[src/rtl/lsu_pkg.sv]
// Shared types and decode helpers for the load/store unit: funct3 codes,
// FSM states, the memory size encoding, and legality/alignment checks.
package lsu_pkg;

    localparam int XLEN_C = 64;

    localparam logic [2:0] F3_B  = 3'b000;
    localparam logic [2:0] F3_H  = 3'b001;
    localparam logic [2:0] F3_W  = 3'b010;
    localparam logic [2:0] F3_D  = 3'b011;
    localparam logic [2:0] F3_BU = 3'b100;
    localparam logic [2:0] F3_HU = 3'b101;
    localparam logic [2:0] F3_WU = 3'b110;

    typedef enum logic [1:0] {
        ST_IDLE  = 2'd0,
        ST_ISSUE = 2'd1,
        ST_WAIT  = 2'd2,
        ST_RESP  = 2'd3
    } lsu_state_e;

    // Encoding matches memory_management sel_mem_size.
    typedef enum logic [1:0] {
        SZ_B = 2'd0,
        SZ_H = 2'd1,
        SZ_W = 2'd2,
        SZ_D = 2'd3
    } mem_size_e;

    function automatic logic f3_legal(input logic store, input logic fp,
                                      input logic [2:0] f3);
        if (fp)
            return (f3 == F3_W) || (f3 == F3_D);
        if (store)
            return !f3[2];
        return f3 != 3'b111;
    endfunction

    function automatic logic misaligned(input mem_size_e sz, input logic [2:0] ea_lo);
        case (sz)
            SZ_H:    return ea_lo[0];
            SZ_W:    return |ea_lo[1:0];
            SZ_D:    return |ea_lo;
            default: return 1'b0;
        endcase
    endfunction

endpackage

[src/rtl/load_store_unit_if.sv]
// Core request/response and memory_management bus of the load/store unit.
// The slave view belongs to the unit; the master view drives it.
interface load_store_unit_if;

    logic                   req_valid;
    logic                   req_ready;
    logic                   req_store;
    logic                   req_fp;
    logic [2:0]             req_funct3;
    logic [63:0]            req_base;
    logic [63:0]            req_offset;
    logic [63:0]            req_wdata;

    logic                   resp_valid;
    logic [63:0]            resp_rdata;
    logic                   resp_fault;

    logic                   mm_start;
    logic                   mm_store;
    lsu_pkg::mem_size_e     mm_size;
    logic [63:0]            mm_addr;
    logic [63:0]            mm_wdata;
    logic                   mm_done;
    logic [63:0]            mm_rdata;

    modport slave (
        input  req_valid, req_store, req_fp, req_funct3, req_base, req_offset, req_wdata,
        input  mm_done, mm_rdata,
        output req_ready, resp_valid, resp_rdata, resp_fault,
        output mm_start, mm_store, mm_size, mm_addr, mm_wdata
    );

    modport master (
        output req_valid, req_store, req_fp, req_funct3, req_base, req_offset, req_wdata,
        output mm_done, mm_rdata,
        input  req_ready, resp_valid, resp_rdata, resp_fault,
        input  mm_start, mm_store, mm_size, mm_addr, mm_wdata
    );

endinterface

[src/rtl/load_extend.sv]
// Load data extension: sign/zero-extends integer loads and NaN-boxes FLW.
// Purely combinational so it can also feed the writeback mux.
module load_extend
    import lsu_pkg::*;
#(
    parameter int XLEN = 64
) (
    input  logic [XLEN-1:0] rdata_i,
    input  logic [2:0]      funct3_i,
    input  logic            fp_i,
    output logic [XLEN-1:0] data_o
);

    always_comb begin
        data_o = rdata_i;
        if (fp_i) begin
            if (funct3_i == F3_W)
                data_o = {{(XLEN-32){1'b1}}, rdata_i[31:0]};
        end else begin
            case (funct3_i)
                F3_B:    data_o = {{(XLEN-8){rdata_i[7]}},   rdata_i[7:0]};
                F3_H:    data_o = {{(XLEN-16){rdata_i[15]}}, rdata_i[15:0]};
                F3_W:    data_o = {{(XLEN-32){rdata_i[31]}}, rdata_i[31:0]};
                F3_BU:   data_o = {{(XLEN-8){1'b0}},  rdata_i[7:0]};
                F3_HU:   data_o = {{(XLEN-16){1'b0}}, rdata_i[15:0]};
                F3_WU:   data_o = {{(XLEN-32){1'b0}}, rdata_i[31:0]};
                default: data_o = rdata_i;
            endcase
        end
    end

endmodule

[src/rtl/load_store_unit.sv]
// Load/store unit: forms the effective address, screens legality/alignment,
// runs one start/done transaction on memory_management and returns one response.
module load_store_unit
    import lsu_pkg::*;
#(
    parameter int XLEN        = 64,
    parameter bit CHECK_ALIGN = 1'b1
) (
    input  logic             clk,
    input  logic             rst_n,
    load_store_unit_if.slave bus
);

    lsu_state_e      state_q, state_d;
    logic            store_q, store_d;
    logic            fp_q, fp_d;
    logic [2:0]      f3_q, f3_d;
    logic [XLEN-1:0] addr_q, addr_d;
    logic [XLEN-1:0] wdata_q, wdata_d;
    logic [XLEN-1:0] rdata_q, rdata_d;
    logic            fault_q, fault_d;

    logic [XLEN-1:0] ea;
    logic [XLEN-1:0] ext_data;
    logic            in_mm;

    assign ea = bus.req_base + bus.req_offset;

    load_extend #(.XLEN(XLEN)) u_load_extend (
        .rdata_i  (bus.mm_rdata),
        .funct3_i (f3_q),
        .fp_i     (fp_q),
        .data_o   (ext_data)
    );

    always_comb begin
        state_d = state_q;
        store_d = store_q;
        fp_d    = fp_q;
        f3_d    = f3_q;
        addr_d  = addr_q;
        wdata_d = wdata_q;
        rdata_d = rdata_q;
        fault_d = fault_q;
        unique case (state_q)
            ST_IDLE: begin
                if (bus.req_valid) begin
                    store_d = bus.req_store;
                    fp_d    = bus.req_fp;
                    f3_d    = bus.req_funct3;
                    addr_d  = ea;
                    wdata_d = bus.req_wdata;
                    rdata_d = '0;
                    fault_d = !f3_legal(bus.req_store, bus.req_fp, bus.req_funct3) ||
                              (CHECK_ALIGN &&
                               misaligned(mem_size_e'(bus.req_funct3[1:0]), ea[2:0]));
                    // Faulting requests skip memory entirely.
                    state_d = fault_d ? ST_RESP : ST_ISSUE;
                end
            end
            ST_ISSUE: state_d = ST_WAIT;
            ST_WAIT: begin
                if (bus.mm_done) begin
                    rdata_d = store_q ? '0 : ext_data;
                    state_d = ST_RESP;
                end
            end
            ST_RESP:  state_d = ST_IDLE;
            default:  state_d = ST_IDLE;
        endcase
    end

    always_ff @(posedge clk or negedge rst_n) begin
        if (!rst_n) begin
            state_q <= ST_IDLE;
            store_q <= 1'b0;
            fp_q    <= 1'b0;
            f3_q    <= 3'b000;
            addr_q  <= '0;
            wdata_q <= '0;
            rdata_q <= '0;
            fault_q <= 1'b0;
        end else begin
            state_q <= state_d;
            store_q <= store_d;
            fp_q    <= fp_d;
            f3_q    <= f3_d;
            addr_q  <= addr_d;
            wdata_q <= wdata_d;
            rdata_q <= rdata_d;
            fault_q <= fault_d;
        end
    end

    // Outputs are gated by state so idle/reset values are always zero.
    assign in_mm          = (state_q == ST_ISSUE) || (state_q == ST_WAIT);
    assign bus.req_ready  = (state_q == ST_IDLE);
    assign bus.mm_start   = (state_q == ST_ISSUE);
    assign bus.mm_store   = in_mm && store_q;
    assign bus.mm_size    = in_mm ? mem_size_e'(f3_q[1:0]) : SZ_B;
    assign bus.mm_addr    = in_mm ? addr_q  : '0;
    assign bus.mm_wdata   = in_mm ? wdata_q : '0;
    assign bus.resp_valid = (state_q == ST_RESP);
    assign bus.resp_rdata = (state_q == ST_RESP) ? rdata_q : '0;
    assign bus.resp_fault = (state_q == ST_RESP) && fault_q;

endmodule

[src/flat_wrapper.sv]
// flat-port wrapper written by rule: the top's interface ports become plain ports
module load_store_unit_flat import lsu_pkg::*;
#(
    parameter int XLEN        = 64,
    parameter bit CHECK_ALIGN = 1'b1
)
  (clk, rst_n, bus_req_valid, bus_req_store, bus_req_fp, bus_req_funct3, bus_req_base, bus_req_offset, bus_req_wdata, bus_mm_done, bus_mm_rdata, bus_req_ready, bus_resp_valid, bus_resp_rdata, bus_resp_fault, bus_mm_start, bus_mm_store, bus_mm_size, bus_mm_addr, bus_mm_wdata);
  load_store_unit_if bus_i ();
  input  logic clk;
  input  logic rst_n;
  input wire logic [$bits(bus_i.req_valid)-1:0] bus_req_valid;
  input wire logic [$bits(bus_i.req_store)-1:0] bus_req_store;
  input wire logic [$bits(bus_i.req_fp)-1:0] bus_req_fp;
  input wire logic [$bits(bus_i.req_funct3)-1:0] bus_req_funct3;
  input wire logic [$bits(bus_i.req_base)-1:0] bus_req_base;
  input wire logic [$bits(bus_i.req_offset)-1:0] bus_req_offset;
  input wire logic [$bits(bus_i.req_wdata)-1:0] bus_req_wdata;
  input wire logic [$bits(bus_i.mm_done)-1:0] bus_mm_done;
  input wire logic [$bits(bus_i.mm_rdata)-1:0] bus_mm_rdata;
  output wire logic [$bits(bus_i.req_ready)-1:0] bus_req_ready;
  output wire logic [$bits(bus_i.resp_valid)-1:0] bus_resp_valid;
  output wire logic [$bits(bus_i.resp_rdata)-1:0] bus_resp_rdata;
  output wire logic [$bits(bus_i.resp_fault)-1:0] bus_resp_fault;
  output wire logic [$bits(bus_i.mm_start)-1:0] bus_mm_start;
  output wire logic [$bits(bus_i.mm_store)-1:0] bus_mm_store;
  output wire logic [$bits(bus_i.mm_size)-1:0] bus_mm_size;
  output wire logic [$bits(bus_i.mm_addr)-1:0] bus_mm_addr;
  output wire logic [$bits(bus_i.mm_wdata)-1:0] bus_mm_wdata;
  assign bus_i.req_valid = bus_req_valid;
  assign bus_i.req_store = bus_req_store;
  assign bus_i.req_fp = bus_req_fp;
  assign bus_i.req_funct3 = bus_req_funct3;
  assign bus_i.req_base = bus_req_base;
  assign bus_i.req_offset = bus_req_offset;
  assign bus_i.req_wdata = bus_req_wdata;
  assign bus_i.mm_done = bus_mm_done;
  assign bus_i.mm_rdata = bus_mm_rdata;
  assign bus_req_ready = bus_i.req_ready;
  assign bus_resp_valid = bus_i.resp_valid;
  assign bus_resp_rdata = bus_i.resp_rdata;
  assign bus_resp_fault = bus_i.resp_fault;
  assign bus_mm_start = bus_i.mm_start;
  assign bus_mm_store = bus_i.mm_store;
  assign bus_mm_size = bus_i.mm_size;
  assign bus_mm_addr = bus_i.mm_addr;
  assign bus_mm_wdata = bus_i.mm_wdata;
  load_store_unit #(.XLEN(XLEN), .CHECK_ALIGN(CHECK_ALIGN)) u_core (.clk(clk), .rst_n(rst_n), .bus(bus_i));
endmodule
[config.mk]
export PLATFORM = sky130hd
export DESIGN_NAME = load_store_unit_flat
export DESIGN_NICKNAME = d
export VERILOG_FILES = /design/src/rtl/lsu_pkg.sv /design/src/rtl/load_store_unit_if.sv /design/src/rtl/load_extend.sv /design/src/rtl/load_store_unit.sv /design/src/flat_wrapper.sv
export SDC_FILE = /design/constraint.sdc
export NUM_CORES = 1
export LEC_CHECK = 0
export CORE_AREA = 2 2 180 182
export CTS_BUF_LIST = sky130_fd_sc_hd__clkbuf_4 sky130_fd_sc_hd__clkbuf_8
export DETAILED_ROUTE_END_ITERATION = 10
export DIE_AREA = 0 0 182 184
export GPL_ROUTABILITY_DRIVEN = 0
export GPL_TIMING_DRIVEN = 0
export PLACE_DENSITY = 0.75
export RECOVER_POWER = 100
export SYNTH_ARGS = -nofsm -noshare
export SYNTH_HDL_FRONTEND = slang
export SYNTH_SLANG_ARGS = --single-unit
[constraint.sdc]
create_clock -name clk -period 5.2 [get_ports clk]
set_input_delay 0.52 -clock clk [delete_from_list [all_inputs] [get_ports clk]]
set_output_delay 0.52 -clock clk [all_outputs]
set_load 0.05 [all_outputs]
==> metrics.csv, run 1 <==
metric,value,unit
ioPinCount,464,
post-route-period-util,79.9,%
clock-sinks,200,
worst_slew_pin_slew,2.80,ns
drt-total-wl,47.8,mm
yosysWarnings,0,
p_clk_share,9.5,%
postCtsSetupRepairBufs,0,
die_h,184,um
path_depth,6,
synthMuxAreaShare,0.487,%
cp-end-kind,output pin,
area_growth,41.9,%
drtPass1Iterations,5,
grt_overflow,0,
crit_type,reg -> out,
startpoint_type,flop,
grt_antenna_before_repair,3,
slew_violations,103,
clk_latency,0.50,ns
drt-initial-drc-count,877,
synth_edf_count,0,
p_leak,8.62,nW
vias,13700,
syn_area,13100,um^2
final_area,18600,um^2
cp_num_buf_inv,4,
p_sw_share,55.4,%
violations,"max-capacitance violations, max-slew violations",
grt_max_degree,104,
die_area,33500,um^2
ys_top_cells_by_area,"dfrtp_1 38%, nand2_1 10%, and2_1 9.6%",
status,finished with violations,
fmax,241,MHz
path_delay_family,buffers and inverters,
avgSynthCellArea,8.02,um^2
synth_top_cell_by_area,dfrtp_1,
maxCapViolCount,1,
dpl.hpwl,37.5,mm
synthArstFlopShare,100,%
worstSetupEndpoint,bus_mm_addr[2],
drc_errors,0,
seqPwrFrac,24.0,%
cp_cell_sequence,"inv_1, ha_1, clkbuf_1, clkbuf_1, and2_1, dlygate4sd3_1",
whs,0.478,ns
synth_ff_type,dfrtp_1,
cp_max_fo,10,
synthCells,1633,
synthAdderAreaFrac,6.55,%
seq_area_frac_synth,38.2,%
die_w,182,um
power.density,568,nW/um^2
r2r_end,u_core.addr_q[63]$_DFFE_PN0P_,
rr_startpoint,u_core.state_q[0]$_DFFE_PN0P_,
synthXorXnorAreaFrac,3.54,%
synth_compound_area_share,20.7,%
synth_top_cells_by_count,"349 x nand2_1, 202 x and2_1, 200 x dfrtp_1",
worst_path_max_delay_cell,dlygate4sd3_1,
switchingPower,5.85,mW
grt_usage,28.0,%
regToRegSetupSlack,1.83,ns
grt_pass1_wl,73.3,mm
intPower,4.72,mW
hold_path_class,reg -> reg,
ir_drop,0.337,mV
p_comb_share,66.5,%
ys_types,64,
grt_pass1_vias,13500,
place_ws,1.12,ns
post-route-min-period,4.16,ns
root_buffer,clkbuf_8,
yosys.area.top_type_share,38.2,%
initial_core_util,41.7,%
nNetsFinal,2449,
wl_per_cell,18.9,um
cts_buffers,17,
slew_headroom,-86.5,%
final.setup.tns,0,ns
setup_viol,0,
cts.reportedPaths.clkPinSlew,0.11,ns
synth-simple-area-share,26.7,%
setup_slack,1.04,ns
hold_buffers,0,
rsz0062_at_grt,false,
drive_above_1_share,2.11,%
placed_cell_area,18300,um^2
cts_tree,done,
max_stage_delay,0.92,ns
synth_top_family_by_area,simple AND/OR/NAND/NOR gates,
num_rows,65,
cts_resized,0,
clk_path_buf_depth,2,
core_area,31400,um^2
finClkSkew,0.0218,ns
syn_nets,1966,
arrival,3.64,ns
ys_seq_elements,200,
hold_viol,0,
cts_max_level,4,
required,4.68,ns
viasPerCell,5.42,
worstSetupStartpoint,u_core.state_q[0]$_DFFE_PN0P_,
io_buffers,463,
crit_top_cell,clkbuf_1,
ant_nets,0,
yosysMostFrequentCell,nand2_1,
total_power,10.6,mW
reg2reg_depth,7,
==> layout by cell type (no fill, tap or decap), drive strengths merged, types with 4 or more instances in the layout <==
cell and count:
nor2b 6, nor4 4, nand4 33, or3 5, o21ai 179, and3 11, clkinv 6, nand2 350
clkbuf 118, or4 5, o211ai 8, xnor2 39, o31ai 5, o21a 12, ha 67, nand2b 7
clkdlybuf4s50 261, a21oi 124, dfrtp 200, nor3 10, nand3 21, buf 9, inv 30, dlygate4sd3 201
a21boi 4, nor2 66, a22o 39, a31oi 6, xor2 14, o21bai 21, a21o 22, and2 203
==> state kept, by name, indices dropped and copies added, names as in the netlist <==
register        count
u_core.store_q      1
u_core.wdata_q     64
u_core.fault_q      1
u_core.f3_q         3
u_core.fp_q         1
u_core.rdata_q     64
u_core.addr_q      64
u_core.state_q      2
==> final cells by class <==
class                           instances  area (um^2)
Inverter                               23         86.3
Fill cell                            2830        12800
Sequential cell                       200         5000
Tap cell                              402          503
Timing Repair Buffer                  464         4660
Clock buffer                           17          234
Buffer                                108          412
Multi-Input combinational cell       1302         7550
Clock inverter                         15          139
Antenna cell                            3         7.51
==> stage by stage <==
step	utilization [%]	std cells
floorplan	-	1633
global placement	58.1	2498
detailed placement	58.2	2499
CTS	59.4	2531
global route	59.2	2532
finish	59.2	2534
==> worst min-delay path, delay by kind of cell, from the launching register on <==
family | cells | cell delay, ns
and+or+nand+nor | 2 | 0.10
DFF | 1 | 0.35
==> routing by layer <==
layer	vias to the layer above	global-route usage [%]	share of wire, %
li1	6570	-	-
met1	6432	34.1	40
met2	607	47.6	48
met3	123	5.74	7.3
met4	2	13.5	4.5
met5	-	0	0.027
==> worst min path at each step <==
stage	cells after the start	endpoint	from
2_1_floorplan	0	u_core.addr_q[0]$_DFFE_PN0P_	rst_n
3_3_place_gp	2	u_core.addr_q[12]$_DFFE_PN0P_	u_core.addr_q[12]$_DFFE_PN0P_
3_5_place_dp	2	u_core.wdata_q[53]$_DFFE_PN0P_	u_core.wdata_q[53]$_DFFE_PN0P_
4_1_cts	1	u_core.wdata_q[17]$_DFFE_PN0P_	rst_n
5_1_grt	2	u_core.wdata_q[58]$_DFFE_PN0P_	u_core.wdata_q[58]$_DFFE_PN0P_
6_report	2	u_core.wdata_q[13]$_DFFE_PN0P_	u_core.wdata_q[13]$_DFFE_PN0P_
==> power groups by stage <==
stage               Combinational, mW  Sequential, mW  Clock (mW)
floorplan                        4.77            2.45           0
global placement                 7.23            2.53           0
detailed placement               7.30            2.56           0
CTS                              7.33            2.53        1.02
global route                     7.52            2.61        1.08
finish                           7.03            2.54        1.00
==> logic make-up (layout without fill, tap and decap cells) <==
family          Yosys count  count (layout)
xor+xnor                 53              53
flops                   200             200
simple gates            728             728
buf+inv                 131             627
mux                       6               6
compound gates          447             447
fa+ha+maj                68              68
other cells               0               3
Note: power is estimated with default switching activity, not from simulation.
==> inputs of run 2 (changes only) <==
- CORE_AREA: 2 2 180 182 -> not set
- CORE_MARGIN: not set -> 2
- CORE_UTILIZATION: not set -> 43
- DIE_AREA: 0 0 182 184 -> not set
- PLACE_DENSITY: 0.75 -> 0.8
- clock period: 5.2 -> 3.8 ns (I/O delays scaled with it)
==> metrics.csv, run 2 (synthesized netlist as in run 1, its figures left out) <==
metric,value,unit
crit_type,in -> reg,
required,4.15,ns
rr_startpoint,u_core.state_q[0]$_DFFE_PN0P_,
cp_num_buf_inv,1,
status,finished with violations,
io_buffers,463,
switchingPower,7.90,mW
ant_nets,0,
grt_antenna_before_repair,4,
nNetsFinal,2450,
arrival,3.99,ns
reg_top3,"u_core.addr_q (64), u_core.rdata_q (64), u_core.wdata_q (64)",
die_h,179,um
postCtsSetupRepairBufs,0,
die_area,31900,um^2
dpl.cell_count,2487,
cts_tree,done,
post-route-min-period,3.64,ns
worstSetupEndpoint,u_core.addr_q[60]$_DFFE_PN0P_,
post-route-period-util,95.8,%
worst_path_max_delay_cell,a2111oi_1,
worst_slew_pin_slew,2.34,ns
initial_core_util,44.0,%
clk_path_buf_depth,2,
p_sw_share,53.9,%
drc_errors,0,
r2r_end,u_core.wdata_q[58]$_DFFE_PN0P_,
grt_max_degree,110,
path_depth,12,
path_delay_family,compound AO/OA/AOI/OAI gates,
area_growth,42.3,%
cts_max_level,4,
seqPwrFrac,23.9,%
dpl.hpwl,37.0,mm
viasPerCell,5.51,
violations,"max-capacitance violations, max-slew violations",
p_leak,8.50,nW
final_cell_mix,"349 x nand2_1, 307 x clkdlybuf4s50_1, 200 x dfrtp_1",
startpoint_type,primary input,
place_ws,-0.0937,ns
clock-sinks,200,
cts.reportedPaths.clkPinSlew,0.11,ns
core_area,29800,um^2
drive_above_1_share,2.35,%
clk_latency,0.48,ns
cts_buffers,17,
p_comb_share,65.7,%
vias,13900,
setup_viol,0,
grt_pass1_wl,71.8,mm
worstSetupStartpoint,bus_req_offset[0],
ioPinCount,464,
fmax,275,MHz
grt_usage,28.9,%
final_cells,2522,
die_w,179,um
wl_per_cell,18.6,um
slew_violations,93,
drtPass1Iterations,6,
grt_overflow,0,
root_buffer,clkbuf_8,
cp_cell_sequence,"dlygate4sd3_1, ha_1, fa_1, a21oi_1, o22ai_1, a2111oi_1, or4_4, a211oi_4, a21o_4, a211o_2, xnor2_1, o21ai_0",
ir_drop,0.509,mV
regToRegSetupSlack,0.70,ns
max_stage_delay,0.85,ns
finClkSkew,0.0165,ns
hold_path_class,in -> reg,
fillCellCount,2499,
maxCapViolCount,1,
setup_slack,0.158,ns
drt-initial-drc-count,1035,
cp_max_fo,4,
intPower,6.76,mW
num_rows,63,
reg2reg_depth,8,
min_from,bus_req_wdata[55],
slew_headroom,-56.0,%
cp-end-kind,flop,
p_clk_share,10.3,%
hold_viol,0,
drt-total-wl,46.9,mm
final_common_cell,nand2_1,
power.density,785,nW/um^2
grt_pass1_vias,13500,
-- run 2: worst min path at each step --
stage,cells past startpoint,slack [ns],to
final,3,0.42,u_core.wdata_q[55]$_DFFE_PN0P_
after global routing,3,0.40,u_core.wdata_q[26]$_DFFE_PN0P_
after CTS,3,0.38,u_core.wdata_q[47]$_DFFE_PN0P_
after detailed placement,1,0.45,u_core.wdata_q[16]$_DFFE_PN0P_
after global placement,2,0.45,u_core.addr_q[12]$_DFFE_PN0P_
after floorplan,0,0.08,u_core.addr_q[0]$_DFFE_PN0P_
-- run 2: timing repair --
action / 4_1_cts / 5_1_grt
endpoints found under the setup margin: 80 / 3
endpoints found under the hold margin: 91 / 0
hold buffers: 1 / 0
gates resized for setup: 3 / 3
-- run 2: power groups by stage --
stage | clock (mW) | sequential (mW) | combinational [mW]
after global routing | 1.61 | 3.60 | 10.3
after global placement | 0 | 3.49 | 9.78
after detailed placement | 0 | 3.52 | 9.90
after floorplan | 0 | 3.36 | 6.52
after CTS | 1.53 | 3.48 | 9.96
final | 1.52 | 3.50 | 9.63
-- run 2: final cells by class --
type | instances | area (um^2) | share of cell area, %
tap | 390 | 488 | 2.62
buffer | 108 | 413 | 2.21
clock buffer | 22 | 284 | 1.52
inverter | 23 | 86.3 | 0.463
antenna | 3 | 7.51 | 0.0402
multi-input combinational | 1302 | 7600 | 40.7
clock inverter | 9 | 141 | 0.758
timing repair buffer | 465 | 4630 | 24.8
sequential | 200 | 5000 | 26.8
-- run 2: worst register-to-register path, stage by stage (launching register included) --
cell	delay [ns]
dfrtp_1	0.41
inv_1	0.08
ha_1	0.31
nand2_1	0.36
clkbuf_1	0.45
clkbuf_1	0.63
clkbuf_1	0.57
nand2_1	0.14
nand2_1	0.09
-- run 2: layer usage --
metal / wire (um) / GRT usage [%] / part of all wire (%)
met1: 18600 / 36.2 / 40
met2: 23100 / 49.8 / 49
met3: 3490 / 4.45 / 7.4
met4: 1690 / 11.6 / 3.6
met5: 13 / 0 / 0.028
-- run 2: stage by stage --
step / TNS [ns] / power [mW] / cell area (um^2) / hold WS [ns] / util (%)
final: 0 / 14.7 / 18700 / 0.417 / 62.6
after global placement: -1224.82 / 13.3 / 18200 / 0.448 / 61.2
after floorplan: 0 / 9.88 / 13100 / 0.0844 / -
after CTS: 0 / 15.0 / 18700 / 0.384 / 62.7
after global routing: -0.0204 / 15.5 / 18700 / 0.402 / 62.6
after detailed placement: -0.249 / 13.4 / 18300 / 0.452 / 61.3
==> patch, RTL diff (flow settings as in run 2) <==
`CHECK_ALIGN` is set to 1'b1 in 2 places; all go to 1'b0.
--- a/src/rtl/load_store_unit.sv
+++ b/src/rtl/load_store_unit.sv
@@ -4,7 +4,7 @@
     import lsu_pkg::*;
 #(
     parameter int XLEN        = 64,
-    parameter bit CHECK_ALIGN = 1'b1
+    parameter bit CHECK_ALIGN = 1'b0
 ) (
     input  logic             clk,
     input  logic             rst_n,
--- a/src/flat_wrapper.sv
+++ b/src/flat_wrapper.sv
@@ -2,7 +2,7 @@
 module load_store_unit_flat import lsu_pkg::*;
 #(
     parameter int XLEN        = 64,
-    parameter bit CHECK_ALIGN = 1'b1
+    parameter bit CHECK_ALIGN = 1'b0
 )
   (clk, rst_n, bus_req_valid, bus_req_store, bus_req_fp, bus_req_funct3, bus_req_base, bus_req_offset, bus_req_wdata, bus_mm_done, bus_mm_rdata, bus_req_ready, bus_resp_valid, bus_resp_rdata, bus_resp_fault, bus_mm_start, bus_mm_store, bus_mm_size, bus_mm_addr, bus_mm_wdata);
   load_store_unit_if bus_i ();
Behaviour: not the same (a bounded check fails within 4 cycles, from zero or initial values and one cycle with rst_n low).
==> patch against run 2 <==
The flow still finishes with violations (capacitance limit, slew limit); synthesized cell count shrank 0.12%; sequential cell count is the same; core utilization shrank 0.34 points; synthesized area shrank 0.36%; via count shrank 1.5%; routed wire length shrank 1.9%; critical endpoint is now u_core.addr_q[46]$_DFFE_PN0P_; critical path type unchanged; power shrank 0.75%; setup slack lost 0.12 ns; cell area shrank 0.54%.
==> patch: results (changes against run 2) <==
outcome: complete, but fails checks
violated checks: capacitance limit, slew limit
largest vdd supply drop: 0.0004834 V (-5.0%)
maximum number of pins on one net before global-route repair: 102 (-7.3%)
Max Slew Vio Count: 101 (+8.6%)
first-pass iteration count of the detailed router: 7 (+1)
sequential-to-total area share from yosys stat: 38.33% (+0.14 points)
pre-CTS setup slack: -0.1663 ns (-0.07259 ns)
aggregate global-route resource usage: 28.18% (-0.72 points)
wire length of the first global-routing pass: 69,880 um (-2.7%)
Avg Vias per Cell: 5.426 (-1.5%)
overall via count from detail_route: 13,670 (-1.5%)
total leakage power: 8.762 nW (+3.0%)
final-stage net count: 2,448 (-0.082%)
worst hold margin: 0.3995 ns (-0.01699 ns)
worst slew margin relative to its limit: -70.03% (-14 points)
Arrival @ worst endpoint: 4.14 ns (+0.15 ns)
capture point of the critical path: u_core.addr_q[46]$_DFFE_PN0P_
top post-synthesis cells by count: sky130_fd_sc_hd__nand2_1 (373), sky130_fd_sc_hd__and2_1 (202), sky130_fd_sc_hd__dfrtp_1 (200), sky130_fd_sc_hd__o21ai_0 (193), sky130_fd_sc_hd__a21oi_1 (137)
sum of net half-perimeters after detailed placement: 36,770 um (-0.71%)
number of warnings issued by yosys: 0 (unchanged)
worst reg-to-reg setup slack: 0.68 ns (-0.02 ns)
final worst clock skew: 0.02393 ns (+0.007420 ns)
switching share of power: 54.43% (+0.54 points)
Max-cap violations: 1 (unchanged)
proportion of layout cells with a drive suffix above 1: 2.820% (+0.47 points)
library cells used by synthesis: 67 (+4.7%)
Cells after Synth: 1,631 (-0.12%)
cell area after placement: 18,210 um2 (-0.26%)
cell types with the largest area share after synthesis: sky130_fd_sc_hd__dfrtp_1 (38%), sky130_fd_sc_hd__nand2_1 (11%), sky130_fd_sc_hd__and2_1 (9.7%)
Layout fillers: 2,599 (+4.0%)
stage delay of the slowest cell on the critical path: 0.54 ns (-0.31 ns)
initial antenna violation count: 2 (-2)
number of global-route vias before repair: 13,340 (-0.92%)
library cell contributing the largest single delay on the critical path: sky130_fd_sc_hd__dlygate4sd3_1
R2R Path End: u_core.addr_q[54]$_DFFE_PN0P_
detailed router's first-iteration violation count: 879 (-15%)
net count of the mapped netlist: 1,964 (-0.10%)
worst skew pair latency: 0.50 ns (+0.02 ns)
total detailed-routing wirelength: 46,050 um (-1.9%)
[patch: cell types whose count changed after synthesis, moves of 14 or more]
| cell | change |
|---|---|
| sky130_fd_sc_hd__a21oi_1 | +14 |
| sky130_fd_sc_hd__o21ai_0 | +14 |
| sky130_fd_sc_hd__a21o_1 | +47 |
| sky130_fd_sc_hd__a22o_1 | -38 |
| sky130_fd_sc_hd__nor2_1 | -33 |
| sky130_fd_sc_hd__nand2_1 | +24 |
[patch: worst min path at each step]
stage	start	endpoint	cells after the start
final	bus_req_wdata[15]	u_core.wdata_q[15]$_DFFE_PN0P_	3
after global routing	bus_req_wdata[15]	u_core.wdata_q[15]$_DFFE_PN0P_	3
after CTS	bus_req_wdata[15]	u_core.wdata_q[15]$_DFFE_PN0P_	3
after detailed placement	rst_n	u_core.wdata_q[6]$_DFFE_PN0P_	1
after global placement	u_core.addr_q[5]$_DFFE_PN0P_	u_core.addr_q[5]$_DFFE_PN0P_	2
after floorplan	rst_n	u_core.addr_q[0]$_DFFE_PN0P_	0
[patch: power groups by stage]
stage	sequential [mW]	clock (mW)	combinational, mW
floorplan	3.32	0	6.59
global placement	3.45	0	9.78
detailed placement	3.49	0	9.94
CTS	3.44	1.49	9.97
global route	3.55	1.56	10.3
finish	3.46	1.46	9.63
[patch: cell type report]
| type | instances | area, um2 | share of cell area, % |
|---|---|---|---|
| clock inverters | 14 | 165.2 | 0.8902 |
| clock buffers | 18 | 247.7 | 1.335 |
| repair buffers | 465 | 4613 | 24.87 |
| plain buffers | 108 | 422.9 | 2.279 |
| inverters | 19 | 71.32 | 0.3844 |
| multi-input cells | 1304 | 7535 | 40.61 |
| diodes | 2 | 5.005 | 0.02698 |
| well taps | 390 | 488.0 | 2.630 |
| flip-flops and latches | 200 | 5005 | 26.98 |
[patch: repair_timing]
action                                  4_1_cts  5_1_grt
pin swaps                                     0        0
gates resized for setup                       4       11
hold buffers                                  1        0
endpoints found under the hold margin        99        0
endpoints found under the setup margin       80       24
[patch: cells by family (layout without fill, tap and decap cells)]
group,after synthesis,count (layout),share of synthesized area (%)
and+or+nand+nor,700,700,25.72
buffers and inverters,127,624,3.747
AOI/OAI and AO/OA,479,479,21.79
adders and majority gates,68,68,6.574
xor gates and xnor gates,56,56,3.757
DFF,200,200,38.33
other,0,2,0
muxes,1,1,0.07667
[patch: layer usage]
| metal | GRT usage, % | up-vias | share of wire (%) |
|---|---|---|---|
| met4 | 11.01 | 0 | 3.4 |
| li1 | - | 6521 | - |
| met5 | 0 | - | 0 |
| met3 | 5.307 | 84 | 7.7 |
| met1 | 33.85 | 6436 | 39 |
| met2 | 49.81 | 632 | 50 |
